<file path="config.mk">
export PLATFORM = sky130hd
export DESIGN_NAME = pipe_controller
export DESIGN_NICKNAME = d
export VERILOG_FILES = /design/src/rtl/pipe_controller.sv
export SDC_FILE = /design/constraint.sdc
export NUM_CORES = 1
export LEC_CHECK = 0
export BUFFER_PORTS_ARGS = -buffer_cell sky130_fd_sc_hd__buf_4
export CELL_PAD_IN_SITES_DETAIL_PLACEMENT = 1
export CELL_PAD_IN_SITES_GLOBAL_PLACEMENT = 2
export CORE_MARGIN = 4
export CORE_UTILIZATION = 35
export CTS_CLUSTER_DIAMETER = 30
export CTS_CLUSTER_SIZE = 20
export DETAILED_ROUTE_END_ITERATION = 12
export HOLD_SLACK_MARGIN = 0.1
export PLACE_DENSITY = 0.77
export SYNTH_ARGS = -nofsm -noshare
export SYNTH_HDL_FRONTEND = slang
export SYNTH_SLANG_ARGS = --single-unit
</file>
<file path="constraint.sdc">
create_clock -name clock -period 3.8 [get_ports clock]
set_input_delay 0.76 -clock clock [delete_from_list [all_inputs] [get_ports clock]]
set_output_delay 0.76 -clock clock [all_outputs]
set_load 0.005 [all_outputs]
</file>
<file path="src/rtl/pipe_controller.sv">
// Pipe obstacle generator, scroller and collision detector for the play/dead game state.
// Pipe positions advance once per frame_tick; collision is evaluated every clock.
module pipe_controller #(
  parameter int SCREEN_H     = 480,
  parameter int PIPE_W       = 64,
  parameter int PIPE_SPACING = 320,
  parameter int GAP_H        = 120,
  parameter int GAP_MIN      = 64,
  parameter int SPEED        = 2,
  parameter int BIRD_X       = 160,
  parameter int BIRD_SIZE    = 16,
  parameter int INIT_X       = 640
) (
  input  logic        clock,
  input  logic        reset,
  input  logic        frame_tick,
  input  logic        start,
  input  logic        restart,
  input  logic [10:0] bird_y,
  output logic [10:0] pipe1_x,
  output logic [10:0] pipe2_x,
  output logic [10:0] pipe1_gap_y,
  output logic [10:0] pipe2_gap_y,
  output logic        collision,
  output logic        pass_pulse,
  output logic        running
);

  typedef enum logic [1:0] {
    ST_IDLE = 2'd0,
    ST_RUN  = 2'd1,
    ST_DEAD = 2'd2
  } state_t;

  localparam logic [10:0] INIT1     = 11'(INIT_X);
  localparam logic [10:0] INIT2     = 11'(INIT_X + PIPE_SPACING);
  localparam logic [10:0] GAP_RST   = 11'(GAP_MIN + 128);
  localparam logic [10:0] SPD       = 11'(SPEED);
  localparam logic [10:0] WRAP      = 11'(2 * PIPE_SPACING);
  localparam logic [10:0] GMIN      = 11'(GAP_MIN);
  localparam logic [10:0] BX11      = 11'(BIRD_X);
  localparam logic [11:0] BX12      = 12'(BIRD_X);
  localparam logic [11:0] BIRD_R12  = 12'(BIRD_X + BIRD_SIZE);
  localparam logic [11:0] PW12      = 12'(PIPE_W);
  localparam logic [11:0] BS12      = 12'(BIRD_SIZE);
  localparam logic [11:0] GH12      = 12'(GAP_H);
  localparam logic [11:0] SH12      = 12'(SCREEN_H);
  localparam logic [7:0]  LFSR_SEED = 8'hA5;

  state_t      state_r, state_n;
  logic [7:0]  lfsr_r, lfsr_n;
  logic [10:0] p1_n, p2_n, g1_n, g2_n;
  logic [10:0] adv1_s, adv2_s;
  logic        coll_n, pass_n, run_n;
  logic        hit_s;

  // Taps x^8+x^6+x^5+x^4; a non-zero seed keeps the sequence out of the all-zero state.
  function automatic logic [7:0] lfsr_next(input logic [7:0] v);
    return {v[6:0], v[7] ^ v[5] ^ v[4] ^ v[3]};
  endfunction

  function automatic logic [10:0] advance(input logic [10:0] x);
    logic [10:0] r;
    if (x < SPD) begin
      r = x - SPD + WRAP;
    end else begin
      r = x - SPD;
    end
    return r;
  endfunction

  // 12-bit compare so pipe_x + PIPE_W and bird_y + BIRD_SIZE cannot wrap.
  function automatic logic pipe_hit(input logic [10:0] px, input logic [10:0] gy,
                                    input logic [10:0] by);
    logic overlap;
    logic miss;
    overlap = ({1'b0, px} < BIRD_R12) && (BX12 < ({1'b0, px} + PW12));
    miss    = ({1'b0, by} < {1'b0, gy}) || (({1'b0, by} + BS12) > ({1'b0, gy} + GH12));
    return overlap && miss;
  endfunction

  assign adv1_s = advance(pipe1_x);
  assign adv2_s = advance(pipe2_x);
  assign hit_s  = pipe_hit(pipe1_x, pipe1_gap_y, bird_y) ||
                  pipe_hit(pipe2_x, pipe2_gap_y, bird_y) ||
                  (({1'b0, bird_y} + BS12) > SH12);

  // Next-state and next-output computation; restart outranks hit, hit outranks frame_tick.
  always_comb begin
    state_n = state_r;
    lfsr_n  = lfsr_next(lfsr_r);
    p1_n    = pipe1_x;
    p2_n    = pipe2_x;
    g1_n    = pipe1_gap_y;
    g2_n    = pipe2_gap_y;
    coll_n  = collision;
    pass_n  = 1'b0;
    case (state_r)
      ST_IDLE: begin
        p1_n   = INIT1;
        p2_n   = INIT2;
        coll_n = 1'b0;
        if (!restart && start) begin
          state_n = ST_RUN;
        end else begin
          state_n = ST_IDLE;
        end
      end
      ST_RUN: begin
        if (restart) begin
          state_n = ST_IDLE;
          p1_n    = INIT1;
          p2_n    = INIT2;
          coll_n  = 1'b0;
        end else if (hit_s) begin
          state_n = ST_DEAD;
          coll_n  = 1'b1;
        end else if (frame_tick) begin
          state_n = ST_RUN;
          p1_n    = adv1_s;
          p2_n    = adv2_s;
          if (pipe1_x < SPD) begin
            g1_n = GMIN + {3'b000, lfsr_r};
          end else begin
            g1_n = pipe1_gap_y;
          end
          if (pipe2_x < SPD) begin
            g2_n = GMIN + {3'b000, lfsr_r};
          end else begin
            g2_n = pipe2_gap_y;
          end
          pass_n = (adv1_s == BX11) || (adv2_s == BX11);
        end else begin
          state_n = ST_RUN;
        end
      end
      ST_DEAD: begin
        if (restart) begin
          state_n = ST_IDLE;
          p1_n    = INIT1;
          p2_n    = INIT2;
          coll_n  = 1'b0;
        end else begin
          state_n = ST_DEAD;
          coll_n  = 1'b1;
        end
      end
      default: begin
        state_n = ST_IDLE;
        p1_n    = INIT1;
        p2_n    = INIT2;
        coll_n  = 1'b0;
      end
    endcase
    run_n = (state_n == ST_RUN);
  end

  // State and registered outputs.
  always_ff @(posedge clock or negedge reset) begin
    if (!reset) begin
      state_r     <= ST_IDLE;
      lfsr_r      <= LFSR_SEED;
      pipe1_x     <= INIT1;
      pipe2_x     <= INIT2;
      pipe1_gap_y <= GAP_RST;
      pipe2_gap_y <= GAP_RST;
      collision   <= 1'b0;
      pass_pulse  <= 1'b0;
      running     <= 1'b0;
    end else begin
      state_r     <= state_n;
      lfsr_r      <= lfsr_n;
      pipe1_x     <= p1_n;
      pipe2_x     <= p2_n;
      pipe1_gap_y <= g1_n;
      pipe2_gap_y <= g2_n;
      collision   <= coll_n;
      pass_pulse  <= pass_n;
      running     <= run_n;
    end
  end

endmodule

</file>
==> impl_results.md <==
- WP data arrival: 3850 ps
- Port Buffers: 56
- Critical path required time: 3980 ps
- Ant. Diodes: 0
- Min Tclk post-route: 3670 ps
- PnR worst setup slack: about 130 ps
- H-tree levels: 2
- Post-CTS Hold Buffers: 0
- Iteration-0 DRC count of the detailed router: 101
- Mux contribution to synthesized area: about 5.6%
- Delay-heaviest family, CP: compound AO/OA/AOI/OAI gates
- Wirelength per Cell: 18.1 um
- Synth Area in Simple Gates: 16.3%
- Placed instance area: 0.00470 mm2
- Final wirelength: about 12000 um
- Placer Congestion: 0.829
- Fmax: 273 MHz
- Synth Area in Compound Gates: 17.0%
- Max-Slew Margin vs Limit: 32.6%
- Core area: 0.0109 mm2
- Initial antenna violation count: 0
- Final setup fails: 0
- # IOs: 63
- Largest family of logic cells by synthesized area: compound AO/OA/AOI/OAI gates
- First-pass DRT Iterations: 4
- YS warnings: 0
- Synth async-reset ratio: 100%
- Final Instance Count excl. Fillers: roughly 640
- Reg clk slew, reported paths: 70 ps
- Die area: ~0.013 mm2
- Row cnt: 38
- Clk buf depth: 2
- Post-synth top flop: dfrtp_1
- FF+latch count, synth: 51
- First-pass GRT wire length: 19100 um
- Area growth syn-to-layout: 24.2%
- Fin Hold WS: 408 ps
- Worst hold path type: reg -> reg
- Syn Inst Count: roughly 420
- Netlist cell types: 63
- Mean Syn Cell Area: 9.32 um2
- Clock skew: around 9.0 ps
- Largest net degree at the start of global routing: 52
- CP max-delay cell: mux2_1
- Dpl cells: 633
- Fin. max-slew vios: 0
- CP max stage delay: 410 ps
- Count of final hold-check violations: 0
- Crit share post-route: 96.5%
- Number of setup buffers added after CTS: 0
- Sequential area share after synthesis: 32.8%
- Setup_tns: 0 ps
- Clk Latency, worst-skew pair: 300 ps
- Post-route cell area: approximately 0.005 mm2
- Power Total: 1.60 mW
- Vias: 3465
- Power density of the placed cells: around 330 mW/mm2
- Crit. End Element: register
- Peak supply drop: 0.197 mV
- Drt drc: 0
- Vias per cell: 5.41
- Synth Area in Adders: between 10% and 20%
- XOR/XNOR share of the synthesized area: slightly below 5%
- Nets: approximately 570
- Crit path cell chain: buf_4 -> nand2_1 -> nor2_2 -> xor2_2 -> ha_1 -> a211o_1 -> a2111oi_2 -> a2bb2oi_2 -> a311oi_1 -> nor4b_4 -> buf_6 -> nand3_4 -> mux2_1
- Startpoint class of the critical path: input port
- Worst-path maximum fanout: 10
- CTS buffer count: 5
- Gr usage total: 18.2%
- CTS sink cnt: 51
- Grt total ovfl: 0
- Pre-CTS setup slack: -338 ps
- Buffer type at the clock tree root: clkbuf_16
- CTS tree: built
- CP bufs+invs: 2
- Crit Path Class: in -> reg
- Number of synthesized flops with an enable pin: 0
- Result of the run: complete, no violations
- Die X: 114 um
- Final Util: between 40% and 50%
- Vias in the first global route: 3727
- Initial core utilization: approximately 36%
- Worst Tran Pin Value: slightly above 1000 ps
- DP HPWL: 9150 um
- Final ANT Viol Nets: 0
- Die H: 114 um
- Max-cap violation count: 0
- Mapped Area: 0.00394 mm2
- Layout cells sized above 1: 25.1%
- Pleak: 2.25 nW
registers in the layout (all words and copies together), names as in the netlist:
register,flops
pipe2_x,10
pipe2_gap_y,9
pass_pulse,1
running,1
pipe1_x,10
pipe1_gap_y,9
collision,1
lfsr_r,8
state_r,2
Yosys cell counts, types with 3 or more instances:
cell | instances | area share (%)
a2111oi_0 | 3 | 0.67
a211oi_1 | 3 | 0.57
a21o_1 | 7 | 1.3
a21oi_1 | 18 | 2.3
a31oi_1 | 12 | 1.9
and3_1 | 3 | 0.48
buf_2 | 5 | 0.63
buf_4 | 7 | 1.3
clkbuf_1 | 10 | 0.95
dfrtp_1 | 37 | 23
dfstp_2 | 14 | 9.3
ha_1 | 51 | 16
inv_1 | 44 | 4.2
mux2_1 | 15 | 4.3
mux2i_1 | 4 | 1.0
nand2_1 | 24 | 2.3
nand2b_1 | 8 | 1.3
nand3_1 | 12 | 1.5
nand3b_1 | 3 | 0.57
nand4_1 | 5 | 0.79
nor2_1 | 16 | 1.5
nor3_1 | 16 | 2.0
nor4_1 | 8 | 1.3
o211ai_1 | 4 | 0.76
o21a_1 | 6 | 1.1
o21ai_0 | 10 | 1.3
o21ai_1 | 8 | 1.0
o221ai_1 | 3 | 0.67
or3_1 | 3 | 0.48
or4_1 | 3 | 0.57
xnor2_1 | 18 | 4.0
xor2_1 | 4 | 0.89
path summary, 6_finish.rpt:
path                           startpoint             end  slack, ps  cells after the start
max                             bird_y[5]  pipe2_gap_y[0]        130                     13
max reg2reg                pipe2_gap_y[3]  pipe2_gap_y[0]        220                     13
min reg2reg                     lfsr_r[1]       lfsr_r[2]        410                      0
min in group asynchronous           reset  pipe2_gap_y[0]        490                      1
max in group asynchronous           reset  pipe2_gap_y[4]       2840                      1
min                             lfsr_r[1]       lfsr_r[2]        410                      0
cell usage in the layout, fill, tap and decap left out, types with 3 or more instances in the layout:
cell type,synthesis,routed
and3_1,3,3
o221ai_1,3,3
xnor2_1,18,18
a21oi_1,18,18
a21o_1,7,7
o211ai_1,4,4
dfstp_2,14,14
nand4_1,5,5
nand2b_1,8,8
or4_1,3,3
or3_1,3,3
nor2_1,16,15
o21ai_0,10,10
mux2_1,15,15
ha_1,51,51
nand3_1,12,12
nand2_1,24,24
inv_1,44,44
a211oi_1,3,3
mux2i_1,4,4
nand3b_1,3,3
a2111oi_0,3,3
conb_1,1,6
o21a_1,6,6
dfrtp_1,37,36
nor3_1,16,16
nor4_1,8,8
a31oi_1,12,12
buf_4,7,85
clkbuf_16,0,5
o21ai_1,8,8
kinds of logic (layout without fill, tap and decap cells):
kind of cell / Yosys count / after routing
AND/OR/NAND/NOR: 115 / 115
buffers and inverters: 66 / 139
other: 1 / 6
adder cells (fa/ha/maj): 51 / 51
XOR/XNOR: 22 / 22
AO/OA/AOI/OAI: 97 / 97
flip-flops: 51 / 51
multiplexers: 20 / 20
metal layers:
| layer | routed length, um | up-vias | track usage (%) |
|---|---|---|---|
| met4 | 107 | 0 | 4.04 |
| met2 | 5550 | 33 | 30.9 |
| li1 | - | 1672 | - |
| met1 | 5740 | 1752 | 25.2 |
| met3 | 212 | 8 | 1.85 |
| met5 | 0 | - | 0 |
power breakdown:
| group | internal [mW] | leakage, nW | total (mW) | switching [mW] |
|---|---|---|---|---|
| clock | 0.255 | 0.0776 | 0.483 | 0.228 |
| combinational | 0.212 | 1.51 | 0.471 | 0.258 |
| sequential | 0.578 | 0.656 | 0.647 | 0.0683 |
| total | 1.05 | 2.25 | 1.60 | 0.555 |
what timing repair did:
action | CTS | global route
endpoints found under the setup margin | 6 | 32
pin swaps | 0 | 2
resized for setup | 1 | 7
layout make-up:
type	count	area, um2
fillers	1306	6040
multi-input cells	311	2430
flip-flops and latches	51	1290
repair buffers	87	669
well taps	140	175
inverters	44	165
clock buffers	5	125
clock inverters	3	33.8
worst reg2reg max path: cells and delay by family, from the launching register on:
| kind | cells | cell delay, ps |
|---|---|---|
| AOI/OAI and AO/OA | 4 | 1020 |
| and+or+nand+nor | 4 | 780 |
| adders and majority gates | 2 | 530 |
| DFF | 1 | 440 |
| muxes | 1 | 410 |
| buffers and inverters | 2 | 300 |
Power figures use the tool's default switching activity.
